`config.mk`:
```
export PLATFORM = sky130hd
export DESIGN_NAME = axis_pool_window_reorder
export DESIGN_NICKNAME = d
export VERILOG_FILES = /design/src/rtl/axis_pool_window_reorder.sv
export SDC_FILE = /design/constraint.sdc
export NUM_CORES = 1
export LEC_CHECK = 0
export ABC_AREA = 1
export CAP_MARGIN = 0
export CELL_PAD_IN_SITES_DETAIL_PLACEMENT = 1
export CELL_PAD_IN_SITES_GLOBAL_PLACEMENT = 2
export CORE_AREA = 2 2 167 169
export CTS_BUF_LIST = sky130_fd_sc_hd__clkbuf_16
export DETAILED_ROUTE_END_ITERATION = 10
export DIE_AREA = 0 0 169 171
export HOLD_SLACK_MARGIN = 0.08
export PLACE_DENSITY = 0.93
export RECOVER_POWER = 50
export SETUP_SLACK_MARGIN = 0.2
export SLEW_MARGIN = 25
export SYNTH_ARGS = -nofsm -noshare
export SYNTH_HDL_FRONTEND = slang
export SYNTH_SLANG_ARGS = --single-unit
export TNS_END_PERCENT = 10
```
`constraint.sdc`:
```
create_clock -name aclk -period 4.4 [get_ports aclk]
set_input_delay 0.88 -clock aclk [delete_from_list [all_inputs] [get_ports aclk]]
set_output_delay 0.88 -clock aclk [all_outputs]
set_load 0.02 [all_outputs]
```
`src/rtl/axis_pool_window_reorder.sv`:
```
// axis_pool_window_reorder
// Reorders a raster-order pixel stream into 2x2 window order for a
// stride-2 max-pool stage. Top rows are kept in a line buffer of pixel pairs.
// Each completed window is emitted as four beats.
//
// state | meaning
// ------+--------------------------------------------------------------
// TOP   | accepting an even (top) row into the line buffer
// BOT_A | waiting for the even-column pixel of a bottom row
// BOT_B | waiting for the odd-column pixel that completes a window
// EMIT  | presenting the four window beats downstream, input stalled
module axis_pool_window_reorder #(
    parameter int WIDTH = 8,
    parameter int Win   = 28,
    parameter int Hin   = 28,
    parameter int N     = 6
) (
    input  logic             aclk,
    input  logic             areset,
    input  logic [WIDTH-1:0] s_axis_tdata,
    input  logic             s_axis_tvalid,
    output logic             s_axis_tready,
    output logic [WIDTH-1:0] m_axis_tdata,
    output logic             m_axis_tvalid,
    input  logic             m_axis_tready,
    output logic             m_axis_tlast
);

    localparam int CW = ($clog2(Win) < 2) ? 2 : $clog2(Win);
    localparam int RW = ($clog2(Hin) < 1) ? 1 : $clog2(Hin);
    localparam int NW = (N < 2) ? 1 : $clog2(N);
    localparam logic [CW-1:0] COL_LAST = CW'(Win - 1);
    localparam logic [RW-1:0] ROW_LAST = RW'(Hin - 1);
    localparam logic [NW-1:0] CH_LAST  = NW'(N - 1);

    generate
        if ((Win % 2) != 0 || (Hin % 2) != 0 || Win < 2 || Hin < 2) begin : g_bad_dims
            $error("axis_pool_window_reorder: Win and Hin must be even and >= 2");
        end
    endgenerate

    typedef enum logic [1:0] {TOP, BOT_A, BOT_B, EMIT} state_t;

    state_t            state, state_nxt;
    logic [CW-1:0]     col;
    logic [RW-1:0]     row;
    logic [NW-1:0]     ch;
    logic [1:0]        beat;
    logic [WIDTH-1:0]  hold;
    logic [WIDTH-1:0]  data_r, w1, w2, w3;
    logic              last_win, last_r;
    logic [CW-2:0]     pidx;
    logic              accept, fire;
    logic [2*WIDTH-1:0] lbuf [Win/2];

    assign pidx          = col[CW-1:1];
    assign s_axis_tready = !areset && (state != EMIT);
    assign m_axis_tvalid = (state == EMIT);
    assign m_axis_tdata  = data_r;
    assign m_axis_tlast  = last_r;
    assign accept        = s_axis_tvalid && s_axis_tready;
    assign fire          = m_axis_tvalid && m_axis_tready;

    // Next-state decode; column counter has already advanced when EMIT ends,
    // so col == 0 there means the row pair is finished.
    always_comb begin
        state_nxt = state;
        case (state)
            TOP:     if (accept && col == COL_LAST) state_nxt = BOT_A;
            BOT_A:   if (accept) state_nxt = BOT_B;
            BOT_B:   if (accept) state_nxt = EMIT;
            EMIT:    if (fire && beat == 2'd3) state_nxt = (col == '0) ? TOP : BOT_A;
            default: state_nxt = TOP;
        endcase
    end

    // State, position counters, window shift register and tlast.
    always_ff @(posedge aclk) begin
        if (areset) begin
            state    <= TOP;
            col      <= '0;
            row      <= '0;
            ch       <= '0;
            beat     <= '0;
            hold     <= '0;
            data_r   <= '0;
            w1       <= '0;
            w2       <= '0;
            w3       <= '0;
            last_win <= 1'b0;
            last_r   <= 1'b0;
        end else begin
            state <= state_nxt;
            if (accept) begin
                if (col == COL_LAST) begin
                    col <= '0;
                    if (row == ROW_LAST) begin
                        row <= '0;
                        ch  <= (ch == CH_LAST) ? '0 : ch + 1'b1;
                    end else begin
                        row <= row + 1'b1;
                    end
                end else begin
                    col <= col + 1'b1;
                end
                if (!col[0]) hold <= s_axis_tdata;
            end
            if (state == BOT_B && accept) begin
                data_r   <= lbuf[pidx][WIDTH-1:0];
                w1       <= lbuf[pidx][2*WIDTH-1:WIDTH];
                w2       <= hold;
                w3       <= s_axis_tdata;
                last_win <= (col == COL_LAST) && (row == ROW_LAST);
                beat     <= '0;
                last_r   <= 1'b0;
            end else if (fire) begin
                data_r <= w1;
                w1     <= w2;
                w2     <= w3;
                beat   <= beat + 2'd1;
                last_r <= (beat == 2'd2) && last_win;
            end
        end
    end

    // Line buffer write: the pair is stored once its odd-column pixel arrives.
    always_ff @(posedge aclk) begin
        if (state == TOP && accept && col[0]) lbuf[pidx] <= {s_axis_tdata, hold};
    end

endmodule

```
* Yosys cells after proc, flatten, opt, wreduce, memory -nomap -nowiden
Memories as Yosys holds them, arrays and structs flattened. A register that Yosys moved wholly into a read port is not among the register bits.
Cells that the tools add are included.
** Storage, ports and cells
- Register bits :: 56
- RAM bits :: 224
- Input port bits :: 12
- Output and inout port bits :: 11
- Memories kept :: 1
** Cells by class
- Add/sub/neg operators :: 3
- Equality and inequality tests :: 12
- Mux-type cells :: 18
- Bitwise logic cells :: 1
- Reduce and logical (&&, ||, !) cells :: 18
** Memories
- lbuf :: depth 14, width 16, read ports 1, clocked after Yosys merged registers in 1, write ports 1, RTL line 54 : logic [2*WIDTH-1:0] lbuf [Win/2];
** Operator list (count)
- two-way mux 8 bit :: 6
- adder 5 x 1 -> 5 bit, second input constant :: 2
- equality test 5 bit, second input constant :: 2
- logical AND 1 bit :: 10
- two-way mux 5 bit :: 2
- equality test 2 bit, second input constant :: 4
- two-way mux 2 bit :: 4
- two-way mux 4 bit :: 2
- != test 2 bit, second input constant :: 4
- case mux 2 bit (4 select lines) :: 1
- zero test 5 bit :: 1
- AND reduction 2 bit :: 2
- AND reduction 4 bit :: 1
- two-way mux 1 bit :: 3
- adder 2 x 1 -> 2 bit, second input constant :: 1
- equality test 2 x 1 -> 1 bit, second input constant :: 1
- zero test 2 bit :: 1
- != test 2 x 1 -> 1 bit, second input constant :: 1
- nonzero test 2 bit :: 1
- OR reduction 2 bit :: 1
- zero test 1 bit :: 1
- NOT 1 bit :: 1

* Longest topological paths before layout
Gate-level depths: netlist of the first run.
- Depth in word-level cells :: 7
- Mapped depth :: 12

* Worst setup path after synthesis of the first run
No wires, ideal clock.
- Kind :: input-to-reg
- From :: input areset
- To :: memory lbuf[0][0] (netlist name) (enable)
- Library setup time :: 409 ps
- Arrival :: 2841 ps
- Data required time :: 3991 ps
- Path slack :: 1150 ps
- Stages on the path :: 7
- Buffers on the path :: 0
- Cells stage by stage :: nor2_2 nand2_2 nor2_1 nand2_1 inv_1 nand3_1 nor3_1
** On the way
- Word-level cells in the longest chain between the ends :: 7
** RTL lines
- from (decl) :: RTL line 19 : input logic areset,
- zero test 1 bit :: RTL line 57 : assign s_axis_tready = !areset && (state != EMIT);
- logical AND 1 bit :: RTL line 57
- logical AND 1 bit :: RTL line 61 : assign accept = s_axis_tvalid && s_axis_tready;
- logical AND 1 bit (2 in series) :: RTL line 128 : if (state == TOP && accept && col[0]) lbuf[pidx] <= {s_axis_tdata, hold};
- two-way mux 1 bit :: RTL line 128
- two-way mux 1 bit (implied by the code) :: RTL line 128
- to (decl) :: RTL line 54
No other way between the ends.

* Final worst setup path of the first run
- From :: input areset
- To :: output s_axis_tready
** On the way
- Word-level cells in the longest chain between the ends :: 2
** RTL lines
- zero test 1 bit :: RTL line 57
- logical AND 1 bit :: RTL line 57
- to (decl) :: RTL line 22 : output logic s_axis_tready,
No other way between the ends.

==> results.toml, run 1 <==
[run]
drv_cap = 0

[timing]
hold_ws_ps = 461
rsz0062_at_grt = "false"
fin_crit_sh_pct = 70.2
setup_violations = 0
slew_headroom_pct = 12.0
worst_pin_slew_ps = 1320
drv_slew = 0
fmax_mhz = 324
hold_viol = 0
setup_ws_ps = 1310
setup_tns_ps = 0
period_minus_slack_ps = 3090
finClkSkew_ps = 7.51

[clock_network]
htree_num_levels = 1
postCtsSetupRepairBufs = 0
insertion_delay_ps = 550
tritoncts = "yes"
cts-hold-fix-buffers = 0
cts_resized = 0
cts_root_buf = "clkbuf_16"
path_clk_slew_ps = 60
cts_buffers = 30
cts_buffer_depth = 3
clkSinkCount = 284

[critical_path]
crit_required_ps = 3520
critPathTopFamily = "buffers and inverters"
slowest_stage = "clkdlybuf4s50_1"
arrival_ps = 2210
path_cells = "dlygate4sd3_1 -> nor2_1 -> clkdlybuf4s50_1"
path_max_fanout = 2
cp-end-kind = "output port"
r2r-start = "state[0]$_SDFFE_PP0P_"
max_stage_delay_ps = 630
worst-path-buf-inv = 2
startpoint_type = "primary input"
crit_start = "areset"
criticalPathCategory = "in -> out"

[yosys]
yosysWarnings = 0
synth_area_leaders = "edfxtp_1, nand2_1, dfxtp_1"
syn_area_mm2 = 0.0117
syn_inst = 1128
synth_area_leader_cell = "edfxtp_1"
synth_flop_cell = "edfxtp_1"
async_reset_ff_share_pct = 0
ys_ff_latch = 284
synth.top_cell.area_share_pct = 57.4
synth_edf_count = 224
synth.distinct_cells = 29
syn-num-nets = 1150
avgSynthCellArea_um2 = 10.4
synth-seq-area-share_pct = 67.6

[min_path]
min-delay-start = "m_axis_tlast$_SDFFE_PP0P_"
hold_path_class = "reg -> reg"

[global_routing]
grt-ovfl-total = 0
antenna_found_initial = 0
track_usage_pct = 23.3
grt_max_degree = 70
grt_pass1_vias = 8895
grt_pass1_wl_um = 50600

[placed_design]
gp_congestion = 0.821
portBuffers = 22
pre_cts_ws_ps = 1020
dp_hpwl_um = 19800

[floorplanning]
core-area_mm2 = 0.0273
rows = 61
die-width_um = 169
start_util_pct = 42.9
dieArea_mm2 = 0.0289
dieHeight_um = 171
num_io_pins = 23

[final_layout]
syn2layout_area_growth_pct = 13.2
layout-drive-gt1-share_pct = 7.97
layout_common_cells = "nand2_1, edfxtp_1, nand3_1"
layout.nets = 1165
final_common_cell = "nand2_1"
diodes = 0

[detailed_routing]
wirelength_um = 33100
avgViaCountPerCell = 5.51
drt_iter0_drc = 526
drt-pass1-iter-count = 5
ant_nets = 0
wl_per_cell_um = 21.9
vias = 8334
drc = 0

[run_status]
outcome = "complete, no violations"

[power_and_ir_drop]
p_leak_uw = 0.00511
peakVddDrop_mv = 0.296
powerDensity_mw_per_mm2 = 439
power_uw = 5830
==> sequential cells by signal, summed over array words and instances (netlist names), 5 cells and up, named ones only <==
name          cells
lbuf            224
hold              8
m_axis_tdata      8
w1                8
w2                8
w3                8
col               5
row               5
==> synthesized netlist by cell type (4+ instances only) <==
cell	instances
buf_2	20
edfxtp_1	224
clkbuf_1	18
buf_4	11
inv_2	4
dfxtp_1	60
buf_1	6
ha_1	10
o211ai_1	16
inv_1	66
a21oi_1	23
o21ai_0	14
nor2_1	38
nor3_1	8
nand2_1	372
or2_2	10
nand3_1	211
==> kinds of logic after synthesis <==
family                   share of synthesized area [%]
AO/OA/AOI/OAI                                     2.60
XOR/XNOR                                         0.149
adder cells (fa/ha/maj)                           1.07
buffers and inverters                             4.84
flip-flops                                        67.6
AND/OR/NAND/NOR                                   23.7
==> routing by layer <==
layer  global-route usage [%]  routed length [um]
met4                     7.95                1110
met3                     3.12                1440
met2                     42.9               17100
met5                        0                   0
met1                     28.1               13500
==> final timing paths <==
| check | end | slack, ps | cells past startpoint |
|---|---|---|---|
| setup / recovery | s_axis_tready | 1310 | 3 |
| hold / removal | m_axis_tlast$_SDFFE_PP0P_ | 460 | 2 |
| setup reg to reg | lbuf[4][15]$_DFFE_PP_ | 1560 | 8 |
| hold reg to reg | m_axis_tlast$_SDFFE_PP0P_ | 460 | 2 |
==> tightest hold or removal path: stages, from the launching register on <==
cell	delay (ps)
dfxtp_1	310
nand2_1	60
a21oi_1	50
==> cell type report <==
type	instances	area (um2)
Clock buffer	31	776
Clock inverter	25	240
Fill cell	2970	14100
Inverter	71	268
Multi-Input combinational cell	715	3260
Sequential cell	284	7930
Tap cell	346	433
Timing Repair Buffer	41	359
==> power by group <==
group / internal (uW) / leakage, uW / total [uW] / switching (uW)
clock network: 1560 / 0.000510 / 2600 / 1040
registers: 2900 / 0.00250 / 2940 / 43.5
logic: 70.8 / 0.00211 / 284 / 213
total: 4530 / 0.00511 / 5830 / 1300
==> stage by stage <==
step | util, % | cells | area [um2]
2_1_floorplan | - | 1128 | 11700
3_3_place_gp | 44.9 | 1457 | 12300
3_5_place_dp | 44.9 | 1457 | 12300
4_1_cts | 48.6 | 1513 | 13300
5_1_grt | 48.6 | 1513 | 13300
6_report | 48.6 | 1513 | 13300
No activity file was read; power rests on OpenSTA's default activity.
==> run 2, diff against run 1 <==
CORE_AREA = 2 2 173 175   (was 2 2 167 169)
DIE_AREA = 0 0 175 177   (was 0 0 169 171)
PLACE_DENSITY = 0.88   (was 0.93)
clock period = 3 ns   (was 4.4 ns; I/O delays follow)
==> run 2 against run 1 <==
  * Wire length decreased by 3.0%
  * Clock-buffer cell count unchanged
  * Combinational power increased by 57%
  * Worst setup slack got worse by 910 ps
  * Non-clock buffer count increased by 18
  * Largest power group unchanged
==> results.toml, run 2 (synthesis results as in run 1) <==
[global_routing]
grt-ovfl-total = 0
antenna_found_initial = 0
track_usage_pct = 21.1
grt_pass1_wl_um = 50100
grt_pass1_vias = 8738
grt_max_degree = 113

[timing]
setup_tns_ps = 0
slew_headroom_pct = 29.2
drv_slew = 0
fin_crit_sh_pct = 86.5
worst_pin_slew_ps = 1060
hold_ws_ps = 468
finClkSkew_ps = 20.7
period_minus_slack_ps = 2590
setup_violations = 0
rsz0062_at_grt = "false"
hold_viol = 0
fmax_mhz = 385

[placed_design]
gp_congestion = 0.900
dp_hpwl_um = 20200
placed_area_mm2 = 0.0125
portBuffers = 22

[power_and_ir_drop]
swShare_pct = 22.8
p_leak_uw = 0.00517
pwr-share-comb_pct = 5.5
powerDensity_mw_per_mm2 = 611
power_switching_uw = 1860
power_uw = 8160
intPower_uw = 6300
power_frac_seq_pct = 52.6
p_clk_share_pct = 41.9
peakVddDrop_mv = 0.426

[final_layout]
diodes = 0
layout.nets = 1183
fillers = 3192
largest-register = "lbuf"
final_common_cell = "nand2_1"
layout-drive-gt1-share_pct = 8.52
largest_reg_flops = 224
layout_common_cells = "nand2_1, edfxtp_1, nand3_1"
syn2layout_area_growth_pct = 14.0
final_util_pct = 45.7
finalInstanceArea_mm2 = 0.0134

[clock_network]
cts_root_buf = "clkbuf_16"
cts_resized = 0
cts_buffer_depth = 3
insertion_delay_ps = 550
cts-hold-fix-buffers = 0
postCtsSetupRepairBufs = 0
clkSinkCount = 284
cts_buffers = 30
path_clk_slew_ps = 60
htree_num_levels = 1
tritoncts = "yes"

[detailed_routing]
drc = 0
wirelength_met1_um = 13700
met2_length_um = 16300
wl_per_cell_um = 20.4
drt-pass1-iter-count = 7
top_layer = "met4"
avgViaCountPerCell = 5.21
vias = 8210
ant_nets = 0
met3_length_um = 1130
wirelength_um = 32100
drt_iter0_drc = 617

[critical_path]
rr_endpoint = "lbuf[0][9]$_DFFE_PP_"
rr_worst_depth = 9
rrSetupSlack_ps = 460
startpoint_type = "flop"
arrival_ps = 1990
criticalPathCategory = "reg -> out"
cp-end-kind = "output port"
r2r-start = "state[0]$_SDFFE_PP0P_"
path_max_fanout = 5
crit_required_ps = 2400

[floorplanning]
num_io_pins = 23
dieArea_mm2 = 0.0310
die-width_um = 175
start_util_pct = 40.1
dieHeight_um = 177
rows = 63
core-area_mm2 = 0.0292

[min_path]
min-delay-start = "w3[5]$_SDFFE_PP0P_"
whs_path_depth = 2
hold_path_class = "reg -> reg"
min_to = "w3[5]$_SDFFE_PP0P_"

[run]
drv_cap = 0

[run_status]
outcome = "complete, no violations"
-- run 2: cell count changes in the layout (fill, tap and decap cells not counted), moves of 2 or more --
| cell | change |
|---|---|
| buf_12 | +2 |
| buf_4 | +10 |
| bufinv_16 | -4 |
| clkbuf_1 | +5 |
| clkdlybuf4s50_1 | -5 |
| clkinv_1 | +4 |
| clkinvlp_4 | -2 |
| dlygate4sd3_1 | +5 |
-- run 2: worst max-delay path, cell delays in order (launching register included) --
cell and delay [ps]:
dfxtp_1 360, ha_1 280, nor2_1 180, clkdlybuf4s50_1 630
-- run 2: worst max path at each step --
stage / from / to / slack (ps) / cells after the start
after floorplan: state[0]$_SDFFE_PP0P_ / lbuf[1][0]$_DFFE_PP_ / -30 / 8
after detailed placement: areset / lbuf[0][3]$_DFFE_PP_ / 230 / 9
after global routing: state[0]$_SDFFE_PP0P_ / row[3]$_SDFFE_PP0P_ / 250 / 9
after CTS: state[0]$_SDFFE_PP0P_ / s_axis_tready / 400 / 3
after global placement: areset / lbuf[0][4]$_DFFE_PP_ / 290 / 9
final: state[0]$_SDFFE_PP0P_ / s_axis_tready / 410 / 3
-- run 2: per-layer routing --
layer  GRT usage (%)  vias to the layer above
met5               0                        -
met4            7.53                        0
met3            2.75                       58
met2            37.5                      144
met1            26.5                     4109
li1                -                     3899
-- run 2: layout make-up --
type	count	area [um2]	share of cell area, %
clock buffers	31	776	5.81
clock inverters	25	129	0.965
inverters	71	268	2.00
multi-input cells	715	3270	24.4
flip-flops and latches	284	7930	59.4
well taps	390	488	3.65
repair buffers	59	498	3.73
-- run 2: stage by stage --
stage                     cells  worst slack, ps
after global placement     1519              287
after CTS                  1575              395
after detailed placement   1519              227
after floorplan            1128            -30.0
after global routing       1575              255
final                      1575              406
-- run 2: power by group through the flow --
| stage | Sequential (uW) | Combinational, uW | Clock [uW] |
|---|---|---|---|
| after floorplan | 4350 | 281 | 0 |
| after global placement | 4370 | 447 | 0 |
| after detailed placement | 4370 | 456 | 0 |
| after CTS | 4290 | 461 | 3480 |
| after global routing | 4290 | 495 | 3620 |
| final | 4290 | 446 | 3420 |
==> run 3, diff against run 2 <==
GPL_TIMING_DRIVEN = 0   (was not set)
HOLD_SLACK_MARGIN = 0.02   (was 0.08)
==> run 3 against run 2 <==
  * Sequential power is essentially flat
  * Via count up 3.6%
  * Critical path depth up 6
  * Combinational power increased by 5.6%
  * Non-clock buffer count up 34
  * Total power grew 0.84%
  * Cell count rose by 2.3%
  * Maximum frequency is 3.7% lower
  * Largest power group unchanged
==> results.toml, run 3 (synthesis results as in run 1) <==
[clock_network]
cts-hold-fix-buffers = 0
htree_num_levels = 1
cts_resized = 0
insertion_delay_ps = 570
tritoncts = "yes"
clkSinkCount = 284
path_clk_slew_ps = 60
cts_buffers = 31
postCtsSetupRepairBufs = 0
cts_buffer_depth = 3
cts_root_buf = "clkbuf_16"

[global_routing]
grt_pass1_wl_um = 51600
grt_pass1_vias = 8925
track_usage_pct = 22.1
grt-ovfl-total = 0
grt_max_degree = 17
antenna_found_initial = 0

[critical_path]
path_max_fanout = 9
rr_worst_depth = 9
criticalPathCategory = "reg -> reg"
cp-end-kind = "flop"
startpoint_type = "flop"
arrival_ps = 2960
crit_required_ps = 3270

[timing]
setup_tns_ps = 0
finClkSkew_ps = 12.2
fmax_mhz = 371
worst_pin_slew_ps = 915
setup_violations = 0
hold_viol = 0
hold_ws_ps = 461
rsz0062_at_grt = "true"
period_minus_slack_ps = 2690
fin_crit_sh_pct = 89.8
drv_slew = 0
slew_headroom_pct = 38.9

[run_status]
outcome = "complete, no violations"

[placed_design]
gp_congestion = 0.796
dp_hpwl_um = 22900
portBuffers = 22
placed_area_mm2 = 0.0126

[power_and_ir_drop]
power_uw = 8230
peakVddDrop_mv = 0.390
powerDensity_mw_per_mm2 = 607
p_leak_uw = 0.00525

[final_layout]
finalInstanceArea_mm2 = 0.0135
fillers = 3239
largest_reg_flops = 224
diodes = 0
syn2layout_area_growth_pct = 15.6
final_common_cell = "nand2_1"
layout_common_cells = "nand2_1, edfxtp_1, nand3_1"
final_util_pct = 46.3
largest-register = "lbuf"
layout-drive-gt1-share_pct = 8.93
layout.nets = 1218

[floorplanning]
start_util_pct = 40.1
die-width_um = 175
rows = 63
num_io_pins = 23
core-area_mm2 = 0.0292
dieArea_mm2 = 0.0310
dieHeight_um = 177

[detailed_routing]
drc = 0
wirelength_um = 33300
wl_per_cell_um = 20.7
avgViaCountPerCell = 5.28
ant_nets = 0
drt_iter0_drc = 524
vias = 8503
drt-pass1-iter-count = 4

[min_path]
whs_path_depth = 2
hold_path_class = "reg -> reg"

[run]
drv_cap = 0
[run 3: changes by cell type in the layout (fill, tap and decap cells not counted), moves of 7 or more]
| cell | previous run | this run |
|---|---|---|
| clkbuf_1 | 6 | 20 |
| inv_1 | 72 | 79 |
| buf_2 | 0 | 18 |
| buf_4 | 28 | 15 |
[run 3: final timing paths]
check	end	start	slack, ps
setup / recovery	lbuf[8][2]$_DFFE_PP_	state[0]$_SDFFE_PP0P_	310
hold / removal	m_axis_tlast$_SDFFE_PP0P_	m_axis_tlast$_SDFFE_PP0P_	460
setup reg to reg	lbuf[8][2]$_DFFE_PP_	state[0]$_SDFFE_PP0P_	310
hold reg to reg	m_axis_tlast$_SDFFE_PP0P_	m_axis_tlast$_SDFFE_PP0P_	460
[run 3: power by group]
group	total (uW)	switching, uW	internal, uW
clock	3470	1520	1940
sequential	4290	33.4	4250
combinational	471	339	132
total	8230	1900	6330
[run 3: worst max-delay path: stages, from the launching register on]
cell and delay [ps]:
dfxtp_1 350, ha_1 280, nor2_2 160, nand2_2 90
nor2_1 140, nand2_1 150, inv_1 140, nand3_1 300
nor2_2 560, buf_8 240
[run 3: layout make-up]
cell class	instances	area (um2)	share of cell area, %
buffer	58	298	2.20
clock buffer	31	776	5.73
clock inverter	27	143	1.05
inverter	71	267	1.97
multi-input combinational	715	3280	24.2
sequential	284	7930	58.5
tap	390	488	3.60
timing repair buffer	35	374	2.76
[run 3: routing by layer]
layer | GRT usage, % | vias up | routed length (um)
met5 | 0 | - | 0
met1 | 28.5 | 4249 | 14200
met2 | 38.7 | 209 | 16500
met4 | 7.99 | 0 | 1230
li1 | - | 3970 | -
met3 | 2.30 | 75 | 1400
[run 3: metrics by stage]
step | instances | setup WS, ps
floorplan | 1128 | -30.0
global placement | 1540 | -1580
detailed placement | 1553 | -179
CTS | 1611 | 255
global route | 1611 | 73.0
finish | 1611 | 307
